$ cat src/rtl/mul_op_unpack_pkg.sv
// Shared FP operand-unpack definitions: operand classes, default field widths,
// bias helper and the quiet-NaN mantissa pattern.
package mul_op_unpack_pkg;

    typedef enum logic [2:0] {
        CLS_ZERO,
        CLS_SUB,
        CLS_NORM,
        CLS_INF,
        CLS_NAN
    } fp_class_e;

    localparam int EXPO_W_DEF = 8;
    localparam int MANT_W_DEF = 23;

    function automatic int bias_of(input int expo_w);
        return (2 ** (expo_w - 1)) - 1;
    endfunction

    localparam int BIAS_DEF = bias_of(EXPO_W_DEF);

    // Quiet NaN: only the top stored mantissa bit set.
    localparam logic [MANT_W_DEF-1:0] QNAN_MANT_DEF = {1'b1, {(MANT_W_DEF-1){1'b0}}};

    typedef struct packed {
        logic                  sign;
        logic [EXPO_W_DEF-1:0] expo;
        logic [MANT_W_DEF-1:0] mant;
    } fp_unpack_t;

endpackage

$ cat src/rtl/mul_op_unpack_if.sv
// Operand/result handshake bundle of the FP multiplier front end.
// master = upstream/downstream side, slave = the unpack block.
interface mul_op_unpack_if #(
    parameter int EXPO_W = 8,
    parameter int MANT_W = 23
);
    logic                       in_valid;
    logic                       in_ready;
    logic [EXPO_W+MANT_W:0]     op_a;
    logic [EXPO_W+MANT_W:0]     op_b;
    logic                       out_valid;
    logic                       out_ready;
    logic                       sign_1;
    logic                       is_inf_nan;
    logic                       sign_nan;
    logic [MANT_W-1:0]          mant_4;
    logic                       is_zero;
    logic [MANT_W:0]            mant_a;
    logic [MANT_W:0]            mant_b;
    logic signed [EXPO_W+1:0]   expo_sum;

    modport master (
        output in_valid, op_a, op_b, out_ready,
        input  in_ready, out_valid, sign_1, is_inf_nan, sign_nan, mant_4,
               is_zero, mant_a, mant_b, expo_sum
    );

    modport slave (
        input  in_valid, op_a, op_b, out_ready,
        output in_ready, out_valid, sign_1, is_inf_nan, sign_nan, mant_4,
               is_zero, mant_a, mant_b, expo_sum
    );
endinterface

$ cat src/rtl/mul_op_unpack_classify.sv
// Combinational per-operand field split and class decode.
module mul_op_unpack_classify
    import mul_op_unpack_pkg::*;
#(
    parameter int EXPO_W = EXPO_W_DEF,
    parameter int MANT_W = MANT_W_DEF
) (
    input  logic [EXPO_W+MANT_W:0] op,
    output fp_class_e              cls,
    output logic                   sign,
    output logic [EXPO_W-1:0]      expo,
    output logic [MANT_W-1:0]      mant
);
    assign sign = op[EXPO_W+MANT_W];
    assign expo = op[EXPO_W+MANT_W-1:MANT_W];
    assign mant = op[MANT_W-1:0];

    // Class from exponent all-zeros / all-ones and mantissa zero test.
    always_comb begin
        cls = CLS_NORM;
        if (expo == '0)
            cls = (mant == '0) ? CLS_ZERO : CLS_SUB;
        else if (expo == '1)
            cls = (mant == '0) ? CLS_INF : CLS_NAN;
    end
endmodule

$ cat src/rtl/mul_op_unpack.sv
// FP multiplier operand front end: classifies both operands, normalizes
// subnormals one bit per cycle, emits unpacked mantissas, biased exponent sum
// and special-case flags over valid/ready.
// Build option: MUL_UNPACK_DAZ_EN treats subnormal inputs as signed zero and
// removes the normalization states (latency always 1).
module mul_op_unpack
    import mul_op_unpack_pkg::*;
#(
    parameter int EXPO_W = EXPO_W_DEF,
    parameter int MANT_W = MANT_W_DEF
) (
    input logic             clk,
    input logic             rst_n,
    mul_op_unpack_if.slave  bus
);
    localparam int SUM_W = EXPO_W + 2;
    localparam logic signed [SUM_W-1:0] BIAS     = SUM_W'(bias_of(EXPO_W));
    localparam logic signed [SUM_W-1:0] SUM_ONE  = SUM_W'(1);
    localparam logic [MANT_W-1:0]       QNAN_MANT = {1'b1, {(MANT_W-1){1'b0}}};

    fp_class_e              cls_a, cls_b;
    logic                   sign_a, sign_b;
    logic [EXPO_W-1:0]      expo_a, expo_b;
    logic [MANT_W-1:0]      frac_a, frac_b;

    mul_op_unpack_classify #(.EXPO_W(EXPO_W), .MANT_W(MANT_W)) u_cls_a (
        .op(bus.op_a), .cls(cls_a), .sign(sign_a), .expo(expo_a), .mant(frac_a)
    );
    mul_op_unpack_classify #(.EXPO_W(EXPO_W), .MANT_W(MANT_W)) u_cls_b (
        .op(bus.op_b), .cls(cls_b), .sign(sign_b), .expo(expo_b), .mant(frac_b)
    );

    logic                   out_valid_q, sign_1_q, is_inf_nan_q, sign_nan_q, is_zero_q;
    logic [MANT_W-1:0]      mant_4_q;
    logic [MANT_W:0]        mant_a_q, mant_b_q;
    logic signed [SUM_W-1:0] expo_sum_q;
    logic                   idle, in_ready, accept;

`ifndef MUL_UNPACK_DAZ_EN
    typedef enum logic [1:0] {ST_IDLE, ST_NORM_A, ST_NORM_B} state_e;
    state_e state;
    assign idle = (state == ST_IDLE);
`else
    assign idle = 1'b1;
`endif

    // The "result ready" phase is IDLE with out_valid set, so a new pair can be
    // taken on the same edge the pending result is consumed.
    assign in_ready = rst_n && idle && (!out_valid_q || bus.out_ready);
    assign accept   = bus.in_valid && in_ready;

    logic                    zero_a, zero_b, any_nan, any_inf, any_zero, nan_res;
    logic                    need_a, need_b;
    logic signed [SUM_W-1:0] ea0, eb0, sum0;
    logic [MANT_W:0]         ma0, mb0;

    // Accept-time decode: special-case precedence, load values, NORM need.
    always_comb begin
        zero_a = (cls_a == CLS_ZERO);
        zero_b = (cls_b == CLS_ZERO);
`ifdef MUL_UNPACK_DAZ_EN
        zero_a = zero_a || (cls_a == CLS_SUB);
        zero_b = zero_b || (cls_b == CLS_SUB);
`endif
        any_nan  = (cls_a == CLS_NAN) || (cls_b == CLS_NAN);
        any_inf  = (cls_a == CLS_INF) || (cls_b == CLS_INF);
        any_zero = zero_a || zero_b;
        nan_res  = any_nan || (any_inf && any_zero);
        need_a   = 1'b0;
        need_b   = 1'b0;
`ifndef MUL_UNPACK_DAZ_EN
        need_a = !any_nan && !any_inf && !any_zero && (cls_a == CLS_SUB);
        need_b = !any_nan && !any_inf && !any_zero && (cls_b == CLS_SUB);
`endif
        ma0  = {(cls_a != CLS_ZERO) && (cls_a != CLS_SUB), frac_a};
        mb0  = {(cls_b != CLS_ZERO) && (cls_b != CLS_SUB), frac_b};
        ea0  = (cls_a == CLS_SUB) ? SUM_ONE : signed'({2'b00, expo_a});
        eb0  = (cls_b == CLS_SUB) ? SUM_ONE : signed'({2'b00, expo_b});
        sum0 = ea0 + eb0 - BIAS;
    end

    // Handshake, output registers and subnormal normalization.
    // The exponent sum is formed at accept and decremented per shift, which is
    // equivalent to decrementing the operand's effective exponent.
    always_ff @(posedge clk) begin
        if (!rst_n) begin
            out_valid_q  <= 1'b0;
            sign_1_q     <= 1'b0;
            is_inf_nan_q <= 1'b0;
            sign_nan_q   <= 1'b0;
            mant_4_q     <= '0;
            is_zero_q    <= 1'b0;
            mant_a_q     <= '0;
            mant_b_q     <= '0;
            expo_sum_q   <= '0;
`ifndef MUL_UNPACK_DAZ_EN
            state        <= ST_IDLE;
`endif
        end else begin
            if (accept) begin
                sign_1_q     <= sign_a ^ sign_b;
                is_inf_nan_q <= nan_res || any_inf;
                sign_nan_q   <= !nan_res && any_inf && (sign_a ^ sign_b);
                mant_4_q     <= nan_res ? QNAN_MANT : '0;
                is_zero_q    <= !any_nan && !any_inf && any_zero;
                mant_a_q     <= ma0;
                mant_b_q     <= mb0;
                expo_sum_q   <= sum0;
                out_valid_q  <= !(need_a || need_b);
            end else if (bus.out_ready) begin
                out_valid_q  <= 1'b0;
            end
`ifndef MUL_UNPACK_DAZ_EN
            case (state)
                ST_IDLE: begin
                    if (accept)
                        state <= need_a ? ST_NORM_A : (need_b ? ST_NORM_B : ST_IDLE);
                end
                ST_NORM_A: begin
                    mant_a_q   <= mant_a_q << 1;
                    expo_sum_q <= expo_sum_q - SUM_ONE;
                    if (mant_a_q[MANT_W-1]) begin
                        if (!mant_b_q[MANT_W]) begin
                            state <= ST_NORM_B;
                        end else begin
                            state       <= ST_IDLE;
                            out_valid_q <= 1'b1;
                        end
                    end
                end
                ST_NORM_B: begin
                    mant_b_q   <= mant_b_q << 1;
                    expo_sum_q <= expo_sum_q - SUM_ONE;
                    if (mant_b_q[MANT_W-1]) begin
                        state       <= ST_IDLE;
                        out_valid_q <= 1'b1;
                    end
                end
                default: state <= ST_IDLE;
            endcase
`endif
        end
    end

    assign bus.in_ready   = in_ready;
    assign bus.out_valid  = out_valid_q;
    assign bus.sign_1     = sign_1_q;
    assign bus.is_inf_nan = is_inf_nan_q;
    assign bus.sign_nan   = sign_nan_q;
    assign bus.mant_4     = mant_4_q;
    assign bus.is_zero    = is_zero_q;
    assign bus.mant_a     = mant_a_q;
    assign bus.mant_b     = mant_b_q;
    assign bus.expo_sum   = expo_sum_q;
endmodule

$ cat src/flat_wrapper.sv
// flat-port wrapper written by rule: the top's interface ports become plain ports
module mul_op_unpack_flat import mul_op_unpack_pkg::*;
#(
    parameter int EXPO_W = EXPO_W_DEF,
    parameter int MANT_W = MANT_W_DEF
)
  (clk, rst_n, bus_in_valid, bus_op_a, bus_op_b, bus_out_ready, bus_in_ready, bus_out_valid, bus_sign_1, bus_is_inf_nan, bus_sign_nan, bus_mant_4, bus_is_zero, bus_mant_a, bus_mant_b, bus_expo_sum);
  mul_op_unpack_if #(.EXPO_W(EXPO_W), .MANT_W(MANT_W)) bus_i ();
  input logic clk;
  input logic rst_n;
  input wire logic [$bits(bus_i.in_valid)-1:0] bus_in_valid;
  input wire logic [$bits(bus_i.op_a)-1:0] bus_op_a;
  input wire logic [$bits(bus_i.op_b)-1:0] bus_op_b;
  input wire logic [$bits(bus_i.out_ready)-1:0] bus_out_ready;
  output wire logic [$bits(bus_i.in_ready)-1:0] bus_in_ready;
  output wire logic [$bits(bus_i.out_valid)-1:0] bus_out_valid;
  output wire logic [$bits(bus_i.sign_1)-1:0] bus_sign_1;
  output wire logic [$bits(bus_i.is_inf_nan)-1:0] bus_is_inf_nan;
  output wire logic [$bits(bus_i.sign_nan)-1:0] bus_sign_nan;
  output wire logic [$bits(bus_i.mant_4)-1:0] bus_mant_4;
  output wire logic [$bits(bus_i.is_zero)-1:0] bus_is_zero;
  output wire logic [$bits(bus_i.mant_a)-1:0] bus_mant_a;
  output wire logic [$bits(bus_i.mant_b)-1:0] bus_mant_b;
  output wire logic [$bits(bus_i.expo_sum)-1:0] bus_expo_sum;
  assign bus_i.in_valid = bus_in_valid;
  assign bus_i.op_a = bus_op_a;
  assign bus_i.op_b = bus_op_b;
  assign bus_i.out_ready = bus_out_ready;
  assign bus_in_ready = bus_i.in_ready;
  assign bus_out_valid = bus_i.out_valid;
  assign bus_sign_1 = bus_i.sign_1;
  assign bus_is_inf_nan = bus_i.is_inf_nan;
  assign bus_sign_nan = bus_i.sign_nan;
  assign bus_mant_4 = bus_i.mant_4;
  assign bus_is_zero = bus_i.is_zero;
  assign bus_mant_a = bus_i.mant_a;
  assign bus_mant_b = bus_i.mant_b;
  assign bus_expo_sum = bus_i.expo_sum;
  mul_op_unpack #(.EXPO_W(EXPO_W), .MANT_W(MANT_W)) u_core (.clk(clk), .rst_n(rst_n), .bus(bus_i));
endmodule
$ cat config.mk
export PLATFORM = sky130hd
export DESIGN_NAME = mul_op_unpack_flat
export DESIGN_NICKNAME = d
export VERILOG_FILES = /design/src/rtl/mul_op_unpack_pkg.sv /design/src/rtl/mul_op_unpack_if.sv /design/src/rtl/mul_op_unpack_classify.sv /design/src/rtl/mul_op_unpack.sv /design/src/flat_wrapper.sv
export SDC_FILE = /design/constraint.sdc
export NUM_CORES = 1
export LEC_CHECK = 0
export ABC_AREA = 1
export BUFFER_PORTS_ARGS = -buffer_cell sky130_fd_sc_hd__clkbuf_2
export CORE_MARGIN = 2
export CORE_UTILIZATION = 25
export CTS_CLUSTER_SIZE = 12
export DETAILED_ROUTE_END_ITERATION = 10
export GPL_ROUTABILITY_DRIVEN = 0
export GPL_TIMING_DRIVEN = 0
export PLACE_DENSITY = 0.45
export REMOVE_ABC_BUFFERS = 1
export SYNTH_ARGS = -nofsm -noshare
export SYNTH_HDL_FRONTEND = slang
export SYNTH_SLANG_ARGS = --single-unit
$ cat constraint.sdc
create_clock -name clk -period 2.5 [get_ports clk]
set_clock_uncertainty 0.15 [all_clocks]
set_input_delay 0.25 -clock clk [delete_from_list [all_inputs] [get_ports clk]]
set_output_delay 0.25 -clock clk [all_outputs]
set_load 0.01 [all_outputs]
==> results.yml, run 1 <==
status:
  status: "finished with violations"
  violations: "setup timing"
synthesis:
  syn-instance-count: 568
  yosysMostFrequentCell: "nand2_1"
  synth_ff_type: "dfxtp_1"
  seq_area_frac_synth: 0.3415
  yosys_warnings: 0
  yosys.area_share.simple: 0.3085
  syn-cell-area_um2: 3869
  synth-xor-area-share: 0.01132
  avgSynthCellArea_um2: 6.811
  synth_top_cell_by_area: "dfxtp_1"
  synthArstFlopShare: 0
  synthTopCellsByCount: "184 x nand2_1, 66 x dfxtp_1, 58 x nor2_1, 46 x a31oi_1, 34 x inv_1"
  yosys_register_bits: 66
  synthMuxAreaShare: 0
  yosysUniqueCellTypes: 40
  synth_compound_area_frac: 0.1575
  synth_top_cell_area_share: 0.3415
  synth_top_family_by_area: "simple AND/OR/NAND/NOR gates"
  synthTopCellsByArea: "dfxtp_1 34%, nand2_1 18%, a31oi_1 7.4%"
  synth_adder_area_share: 0.06662
  synth-edff-count: 0
pwr:
  clockPowerShare: 0.269
  p_sw_w: 0.001699
  swShare: 0.3998
  ir_worst_vdd_uv: 335.3
  seq_power_share: 0.344
  p_comb_frac: 0.387
  internal_power_w: 0.002551
  power.leakage_nw: 2.233
  power_density_nw_per_um2: 813.6
floorplan:
  fp.dieArea_um2: 16490
  rows: 45
  core_area_um2: 15150
  dieWidth_um: 128.4
  io_pins: 155
  die_h_um: 128.4
  initial_core_util: 0.2554
detailed_routing:
  drt-wirelength-per-cell_um: 13.89
  dr.pass1.iters: 4
  wl_met3_um: 802
  met2WireLength_mm: 5.444
  highest_layer: "met4"
  drt_iter0_markers: 193
  num_vias: 4056
  finalWirelength_mm: 12.21
  via_per_inst: 4.614
  drt-met1-wl_mm: 5.753
  drc: 0
  final_antenna_net_count: 0
global_route:
  grt_overflow: 0
  grt_pass1_vias: 3912
  antenna_found_initial: 0
  grt_pass1_wl_mm: 19.08
  track_usage: 0.1459
  grt_max_degree: 55
placement:
  hpwl_mm: 8.743
  dp_slack_ns: -0.6521
  io_buffers: 132
critical_path:
  arrival_ns: 2.61
  r2r_slack_ns: 0.06
  crit_family: "simple AND/OR/NAND/NOR gates"
  crit_fanout: 3
  cp-end-kind: "register"
  reg2reg_to: "u_core.bus.expo_sum[5]"
  cp.buffers_inverters: 4
  reg2regPathDepth: 7
  worstReg2RegStart: "u_core.state[1]"
  cpMostUsedCell: "nand3_2"
  max_stage_delay_ns: 0.35
  setup.worst_path.start_class: "primary input"
  critPathRequiredTime_ns: 2.61
  critPathKind: "primary input to register"
  slowest_stage: "fa_2"
  crit_path_cell_trace: "buf_6 -> nor2_2 -> nand2_2 -> nor2_4 -> nand3_2 -> nand2_2 -> inv_2 -> nor2_2 -> ha_2 -> inv_2 -> ha_4 -> fa_2 -> nand3_2 -> nand3_2 -> a21oi_2 -> o21bai_1 -> a21oi_2 -> buf_4 -> o21ai_1 -> a31oi_1"
hold_path:
  hold_path_startpoint: "bus_op_b[0]"
  holdCritPathClass: "primary input to register"
  hold_end: "u_core.bus.mant_b[0]"
  whs_path_depth: 3
timing:
  rsz0062_at_grt: "yes"
  fin_crit_sh: 1.001
  finalHoldViolCount: 0
  setup_ws_ns: -0.003404
  fmax_mhz: 399.5
  setup_viol: 1
  worst_pin_slew_ns: 0.9955
  setup_tns_ns: -0.003404
  drv_slew: 0
  period_minus_slack_ns: 2.503
  slew_headroom: 0.3353
cts:
  path_clk_slew_ns: 0.06
  ctsHoldBuffers: 0
  cts_tree: "yes"
  cts_max_level: 3
  cts.sink_count: 66
  numCtsBuffers: 9
  clk_latency_ns: 0.33
  clockBufferDepth: 2
  root_buffer: "clkbuf_16"
final_layout:
  nNetsFinal: 774
  diodes: 0
  syn2layout_area_growth_pct: 35.03
  drive_gt1_frac: 0.3271
job:
  cap_violations: 0
layout make-up:
| cell class | instances | area, um2 |
|---|---|---|
| Multi-Input combinational cell | 430 | 2412 |
| Clock inverter | 5 | 31.28 |
| Tap cell | 188 | 235.2 |
| Inverter | 37 | 146.4 |
| Sequential cell | 66 | 1321 |
| Fill cell | 1613 | 9922 |
| Clock buffer | 11 | 232.7 |
| Timing Repair inverter | 1 | 7.507 |
| Timing Repair Buffer | 141 | 837.1 |
cells by family after synthesis:
family	after synthesis
buffers and inverters	93
XOR/XNOR	5
flip-flops	66
adder cells (fa/ha/maj)	20
AO/OA/AOI/OAI	98
other	1
AND/OR/NAND/NOR	285
power groups by stage:
stage	clock network [W]	logic [W]	registers, W
global route	0.00123	0.00183	0.00150
global placement	0	0.00152	0.00148
detailed placement	0	0.00152	0.00148
CTS	0.00119	0.00155	0.00146
finish	0.00114	0.00164	0.00146
floorplan	0	0.000870	0.00154
layer usage:
layer / global-route usage / vias up
met5: 0 / -
met4: 0.05688 / 0
met3: 0.03867 / 13
met2: 0.2356 / 129
met1: 0.1863 / 1842
li1: - / 2072
sequential cells by signal (all words and copies together) (netlist names):
name                   count
u_core.bus.out_valid       1
u_core.bus.is_inf_nan      1
u_core.bus.expo_sum       10
u_core.bus.sign_1          1
u_core.bus.mant_a         24
u_core.bus.mant_b         24
u_core.bus.is_zero         1
u_core.bus.mant_4          1
u_core.bus.sign_nan        1
u_core.state               2
what timing repair did:
item,CTS,global route
setup endpoints to repair,48,26
buffers inserted,3,6
gates resized for setup,20,83
pin swaps,7,45
cloned,0,1
metrics by stage:
step,area [um2],hold slack (ns),utilization,total power (W),instances
after floorplan,3647,0.1976,-,0.002412,533
after CTS,4893,0.01852,0.3231,0.004193,872
after detailed placement,4543,0.3094,0.3000,0.003002,853
final,5224,0.02496,0.3449,0.004250,879
after global routing,5224,0.01852,0.3449,0.004568,879
after global placement,4543,0.3064,0.3000,0.002998,853
worst reg2reg max path, delay by kind of cell (launching register included):
| family | cells | cell delay, ns |
|---|---|---|
| and+or+nand+nor | 1 | 0.26 |
| DFF | 1 | 0.38 |
| adders and majority gates | 1 | 0.55 |
| AOI/OAI and AO/OA | 1 | 0.30 |
| buffers and inverters | 4 | 0.70 |
worst max-delay path by stage:
stage | startpoint | to | slack [ns] | cells past startpoint
global placement | bus_op_b[10] | u_core.bus.expo_sum[9] | -0.60 | 21
finish | bus_op_a[6] | u_core.bus.expo_sum[7] | -0.003 | 20
global route | u_core.state[1] | u_core.bus.expo_sum[9] | -0.15 | 9
detailed placement | bus_op_b[8] | u_core.bus.expo_sum[9] | -0.65 | 21
floorplan | bus_op_a[19] | u_core.bus.expo_sum[9] | -0.07 | 20
CTS | bus_op_a[0] | u_core.bus.expo_sum[9] | -0.06 | 21
cells in the final DEF, fill, tap and decap left out, types with 2 or more instances in the layout:
cell type,netlist,final
xnor2_1,4,4
nand3_1,13,9
nor3_2,2,2
a22oi_1,2,2
ha_2,0,2
nand2_1,184,174
inv_1,34,29
a21oi_2,0,2
o211ai_1,4,4
buf_4,22,11
buf_6,0,15
nand3b_1,2,2
a21oi_1,20,18
nand4_1,10,10
ha_1,19,15
conb_1,1,22
inv_2,2,5
clkbuf_1,28,2
clkinv_2,0,3
dfxtp_1,66,66
nor2_1,58,32
or2_2,3,3
nor2_2,2,13
nand2_2,2,12
clkbuf_2,0,114
o21ai_0,15,14
or2_1,2,2
clkinvlp_4,0,4
clkbuf_16,0,9
nor3_1,2,2
ha_4,0,2
nand3_2,0,4
a221oi_1,2,2
a31oi_1,46,46
nor2_4,4,19
Power figures use the tool's default switching activity.
==> inputs of run 2 (changes only) <==
--- a/config.mk
+++ b/config.mk
@@ -9,6 +9,7 @@
 export BUFFER_PORTS_ARGS = -buffer_cell sky130_fd_sc_hd__clkbuf_2
 export CORE_MARGIN = 2
 export CORE_UTILIZATION = 25
+export CTS_BUF_LIST = sky130_fd_sc_hd__clkbuf_4 sky130_fd_sc_hd__clkbuf_8
 export CTS_CLUSTER_SIZE = 12
 export DETAILED_ROUTE_END_ITERATION = 10
 export GPL_ROUTABILITY_DRIVEN = 0
==> run 2 against run 1 <==
Compared with the run above:
- critical path type unchanged
- the run still ends with setup timing left
- critical endpoint unchanged
- worst hold slack worse by 0.0028 ns
- sequential power about the same
- clock-buffer cell count did not move
- fmax is 1.5% lower
- first-iteration DRC count increased by 4.7%
- utilization rose by 0.29 points
==> results.yml, run 2 (synthesis gave the netlist of run 1 again) <==
status:
  status: "finished with violations"
  violations: "setup timing"
final_layout:
  layout_commonest_cell: "nand2_1"
  diodes: 0
  drive_gt1_frac: 0.3150
  nNetsFinal: 794
  fin_cells: 899
  fin_area_um2: 5268
  syn2layout_area_growth_pct: 36.16
  layout_common_cells: "175 x nand2_1, 120 x clkbuf_2, 66 x dfxtp_1"
detailed_routing:
  via_per_inst: 4.610
  highest_layer: "met4"
  num_vias: 4144
  final_antenna_net_count: 0
  drt-wirelength-per-cell_um: 13.84
  wl_met3_um: 794
  drt_iter0_markers: 202
  drc: 0
  finalWirelength_mm: 12.44
  dr.pass1.iters: 4
  drt-met1-wl_mm: 5.827
  met2WireLength_mm: 5.597
pwr:
  seq_power_share: 0.371
  power.leakage_nw: 2.262
  ir_worst_vdd_uv: 265.5
  swShare: 0.4229
  clockPowerShare: 0.207
  p_sw_w: 0.001666
  internal_power_w: 0.002274
  p_comb_frac: 0.422
  power_density_nw_per_um2: 748.0
timing:
  setup_viol: 2
  rsz0062_at_grt: "yes"
  fin_crit_sh: 1.017
  setup_ws_ns: -0.04236
  drv_slew: 0
  worst_pin_slew_ns: 1.002
  slew_headroom: 0.3312
  fmax_mhz: 393.3
  finalHoldViolCount: 0
  period_minus_slack_ns: 2.542
floorplan:
  rows: 45
  core_area_um2: 15150
  die_h_um: 128.4
  initial_core_util: 0.2554
  fp.dieArea_um2: 16490
  io_pins: 155
  dieWidth_um: 128.4
global_route:
  grt_pass1_vias: 3977
  grt_max_degree: 55
  grt_pass1_wl_mm: 19.34
  grt_overflow: 0
  antenna_found_initial: 0
  track_usage: 0.1473
cts:
  numCtsBuffers: 9
  root_buffer: "clkbuf_8"
  path_clk_slew_ns: 0.08
  cts_tree: "yes"
  clk_latency_ns: 0.35
  cts_max_level: 3
  clockBufferDepth: 2
  cts.sink_count: 66
placement:
  io_buffers: 132
  dpl-instance-area_um2: 4543
  dpl.cell_count: 853
  hpwl_mm: 8.743
hold_path:
  whs_path_depth: 3
  holdCritPathClass: "primary input to register"
job:
  cap_violations: 0
critical_path:
  crit_fanout: 3
  critPathRequiredTime_ns: 2.63
  critPathKind: "primary input to register"
  setup.worst_path.start_class: "primary input"
  cp-end-kind: "register"
  arrival_ns: 2.67
  reg2regPathDepth: 7
==> run 2: cell count changes in the layout (fill, tap and decap cells not counted), sizes merged <==
cell / delta
dlygate4sd3: +21
buf: -7
clkbuf: +6
==> run 2: power groups by stage <==
stage,clock (W),sequential [W],combinational [W]
after global placement,0,0.00148,0.00152
after global routing,0.000903,0.00150,0.00185
after floorplan,0,0.00154,0.000870
final,0.000816,0.00146,0.00166
after CTS,0.000857,0.00146,0.00156
after detailed placement,0,0.00148,0.00152
==> run 2: final timing paths <==
check                                          from                     end  slack (ns)
worst max-delay path                   bus_op_a[11]  u_core.bus.expo_sum[7]       -0.04
worst min-delay path                   bus_op_a[20]   u_core.bus.mant_a[20]        0.02
worst max register to register      u_core.state[1]  u_core.bus.expo_sum[5]        0.04
worst min register to register  u_core.bus.sign_nan     u_core.bus.sign_nan        0.32
==> run 2: per-stage QoR <==
stage | TNS, ns | hold WS (ns) | total power, W | setup WS (ns) | util
final | -0.05842 | 0.02217 | 0.003940 | -0.04236 | 0.3478
after global routing | -1.136 | 0.01261 | 0.004254 | -0.2030 | 0.3478
after CTS | -0.05564 | 0.0002690 | 0.003882 | -0.05564 | 0.3276
after detailed placement | -6.465 | 0.3094 | 0.003002 | -0.6521 | 0.3000
after global placement | -5.648 | 0.3064 | 0.002998 | -0.5963 | 0.3000
after floorplan | -0.1026 | 0.1976 | 0.002412 | -0.06701 | -
==> run 2: timing repair <==
item | 4_1_cts | 5_1_grt
buffers inserted | 0 | 8
hold buffers | 19 | 2
gates resized for setup | 18 | 69
endpoints found under the setup margin | 48 | 25
hold endpoints to repair | 19 | 2
pin swaps | 4 | 41
cloned | 0 | 1
==> run 2: layout make-up <==
cell class,instances,area [um2]
tap,188,235.2
multi-input combinational,430,2385
fill,1624,9878
clock inverter,5,31.28
clock buffer,11,138.9
timing repair inverter,1,7.507
timing repair buffer,161,1002
sequential,66,1321
inverter,37,146.4
==> run 2: metal layers <==
metal | up-vias | track usage
met2 | 124 | 0.2403
met3 | 13 | 0.03867
met4 | 0 | 0.05495
met1 | 1895 | 0.1873
li1 | 2112 | -
met5 | - | 0
==> run 2: worst max-delay path, cell delays in order <==
cell and delay [ns]:
clkbuf_2 0.11, nor2_2 0.13, nand2_2 0.07, nor2_4 0.13, nand3_2 0.12, nand2_2 0.09
inv_2 0.05, nor2_2 0.10, ha_2 0.17, inv_2 0.04, ha_4 0.15, fa_2 0.36
nand3_2 0.07, nand3_2 0.09, a21oi_2 0.15, o21bai_1 0.11, a21oi_2 0.15, buf_4 0.12
o21ai_1 0.08, a31oi_1 0.13
==> inputs of run 3 (changes only) <==
--- a/config.mk
+++ b/config.mk
@@ -8,14 +8,15 @@
 export ABC_AREA = 1
 export BUFFER_PORTS_ARGS = -buffer_cell sky130_fd_sc_hd__clkbuf_2
 export CORE_MARGIN = 2
-export CORE_UTILIZATION = 25
+export CORE_UTILIZATION = 46
 export CTS_BUF_LIST = sky130_fd_sc_hd__clkbuf_4 sky130_fd_sc_hd__clkbuf_8
 export CTS_CLUSTER_SIZE = 12
 export DETAILED_ROUTE_END_ITERATION = 10
 export GPL_ROUTABILITY_DRIVEN = 0
 export GPL_TIMING_DRIVEN = 0
-export PLACE_DENSITY = 0.45
+export PLACE_DENSITY = 0.77
 export REMOVE_ABC_BUFFERS = 1
+export SLEW_MARGIN = 15
 export SYNTH_ARGS = -nofsm -noshare
 export SYNTH_HDL_FRONTEND = slang
 export SYNTH_SLANG_ARGS = --single-unit
==> run 3 against run 2 <==
Compared with the run above:
- the flow now finishes without violations
- clock-buffer cell count shrank 1
- sequential share of layout area grew 1.6 points
- setup slack gained 0.062 ns
- flip-flop and latch count is the same
- clock power grew 20%
- critical path depth grew 1
- final cell count shrank 11%
- utilization grew 26 points
- sequential power is essentially flat
- critical endpoint is now u_core.bus.expo_sum[9]
- largest cell class unchanged
- highest routed layer unchanged
==> results.yml, run 3 (synthesis gave the netlist of run 1 again) <==
status:
  status: "completed"
pwr:
  power.leakage_nw: 2.210
  power_w: 0.003988
  ir_worst_vdd_uv: 323.8
  power_density_nw_per_um2: 804.8
global_route:
  grt_overflow: 0
  track_usage: 0.2234
  grt_pass1_vias: 3660
  grt_pass1_wl_mm: 16.34
  grt_max_degree: 55
  antenna_found_initial: 0
critical_path:
  reg2reg_to: "u_core.bus.expo_sum[9]"
  cp-endpoint: "u_core.bus.expo_sum[9]"
  cp-end-kind: "register"
  crit_fanout: 3
  worstReg2RegStart: "u_core.state[1]"
  setup.worst_path.start_class: "primary input"
  arrival_ns: 2.62
  r2r_slack_ns: 0.21
  critPathRequiredTime_ns: 2.64
  reg2regPathDepth: 9
  critPathKind: "primary input to register"
  crit_start: "bus_op_a[18]"
final_layout:
  layout_common_cells: "179 x nand2_1, 124 x clkbuf_2, 66 x dfxtp_1"
  diodes: 0
  fillers: 757
  drive_gt1_frac: 0.3146
  syn2layout_area_growth_pct: 28.07
  layout_commonest_cell: "nand2_1"
  nNetsFinal: 777
hold_path:
  hold_path_startpoint: "bus_op_a[12]"
  holdCritPathClass: "primary input to register"
floorplan:
  core_area_um2: 8175
  rows: 33
  fp.dieArea_um2: 9159
  die_h_um: 95.71
  io_pins: 155
  dieWidth_um: 95.71
  initial_core_util: 0.4732
timing:
  period_minus_slack_ns: 2.480
  drv_slew: 0
  finalHoldViolCount: 0
  setup_viol: 0
  worst_pin_slew_ns: 0.9535
  rsz0062_at_grt: "yes"
  fmax_mhz: 403.2
  slew_headroom: 0.3643
  hold-worst-slack_ns: 0.01865
  fin_crit_sh: 0.9921
cts:
  path_clk_slew_ns: 0.07
  clockBufferDepth: 2
  cts_tree: "yes"
  ctsHoldBuffers: 0
  numCtsBuffers: 9
  cts_max_level: 3
  cts.sink_count: 66
  root_buffer: "clkbuf_8"
  clk_latency_ns: 0.34
placement:
  io_buffers: 132
  hpwl_mm: 7.511
detailed_routing:
  drt_iter0_markers: 260
  dr.pass1.iters: 5
  final_antenna_net_count: 0
  drt-wirelength-per-cell_um: 13.18
  finalWirelength_mm: 10.52
  num_vias: 4082
  drc: 0
  via_per_inst: 5.115
job:
  cap_violations: 0
## run 3: cell types whose count changed in the layout (fill, tap and decap cells not counted), moves of 3 or more
cell           change
nand2_2            -4
buf_4              +3
clkbuf_2           +4
dlygate4sd3_1     -21
nor2_1             +5
nor2_4             -4
nand2_1            +4
## run 3: repair_timing
action / CTS / global route
endpoints found under the setup margin: 4 / 25
gates resized for setup: 14 / 45
pin swaps: 9 / 35
buffers inserted: 7 / 6
## run 3: worst max-delay path, cell delays in order
cell	delay, ns
buf_6	0.10
nor2_2	0.10
nand2_1	0.09
nor2_4	0.14
nand3_2	0.11
nand2_2	0.08
inv_2	0.05
nor2_2	0.09
ha_2	0.17
inv_2	0.04
ha_4	0.15
fa_2	0.34
nand3_2	0.08
nand3_2	0.09
a21oi_2	0.16
o21bai_2	0.11
a21oi_2	0.16
nand3b_1	0.09
nand2_1	0.06
o211ai_1	0.08
inv_1	0.07
## run 3: worst min-delay path by stage
stage / endpoint / slack (ns) / cells past startpoint
floorplan: u_core.bus.is_inf_nan / 0.20 / 2
global placement: u_core.bus.is_zero / 0.30 / 2
detailed placement: u_core.bus.sign_1 / 0.32 / 2
CTS: u_core.bus.mant_a[12] / 0.006 / 3
global route: u_core.bus.mant_b[17] / 0.01 / 3
finish: u_core.bus.mant_a[12] / 0.02 / 3
## run 3: layout make-up
cell class,instances,area [um2],share of cell area
Multi-Input combinational cell,430,2340,0.4722
Clock inverter,5,80.08,0.01616
Inverter,37,138.9,0.02803
Sequential cell,66,1321,0.2667
Clock buffer,10,131.4,0.02652
Timing Repair Buffer,145,812.0,0.1639
Tap cell,105,131.4,0.02652
## run 3: where the power goes
group          internal, W  leakage (nW)  switching (W)
clock network     0.000566         0.102       0.000412
registers          0.00127         0.539       0.000188
logic             0.000570          1.57       0.000982
## run 3: stage by stage
step                      utilization   TNS (ns)  cells  instance area [um2]  setup slack [ns]
after CTS                      0.5810  -0.001438    792                 4750         -0.001438
after floorplan                     -    -0.1026    533                 3647          -0.06701
final                          0.6061          0    798                 4955           0.01963
after detailed placement       0.5430     -1.631    770                 4439           -0.5498
after global placement         0.5430     -1.476    770                 4439           -0.5052
after global routing           0.6061    -0.2669    798                 4955           -0.1550
## run 3: metal layers
metal / vias to the layer above / GRT usage / share of wire / routed length (um)
li1: 2075 / - / - / -
met1: 1832 / 0.2982 / 0.45 / 4702
met2: 160 / 0.3543 / 0.46 / 4815
met3: 15 / 0.05012 / 0.078 / 817
met4: 0 / 0.08095 / 0.017 / 184
met5: - / 0 / 0 / 0
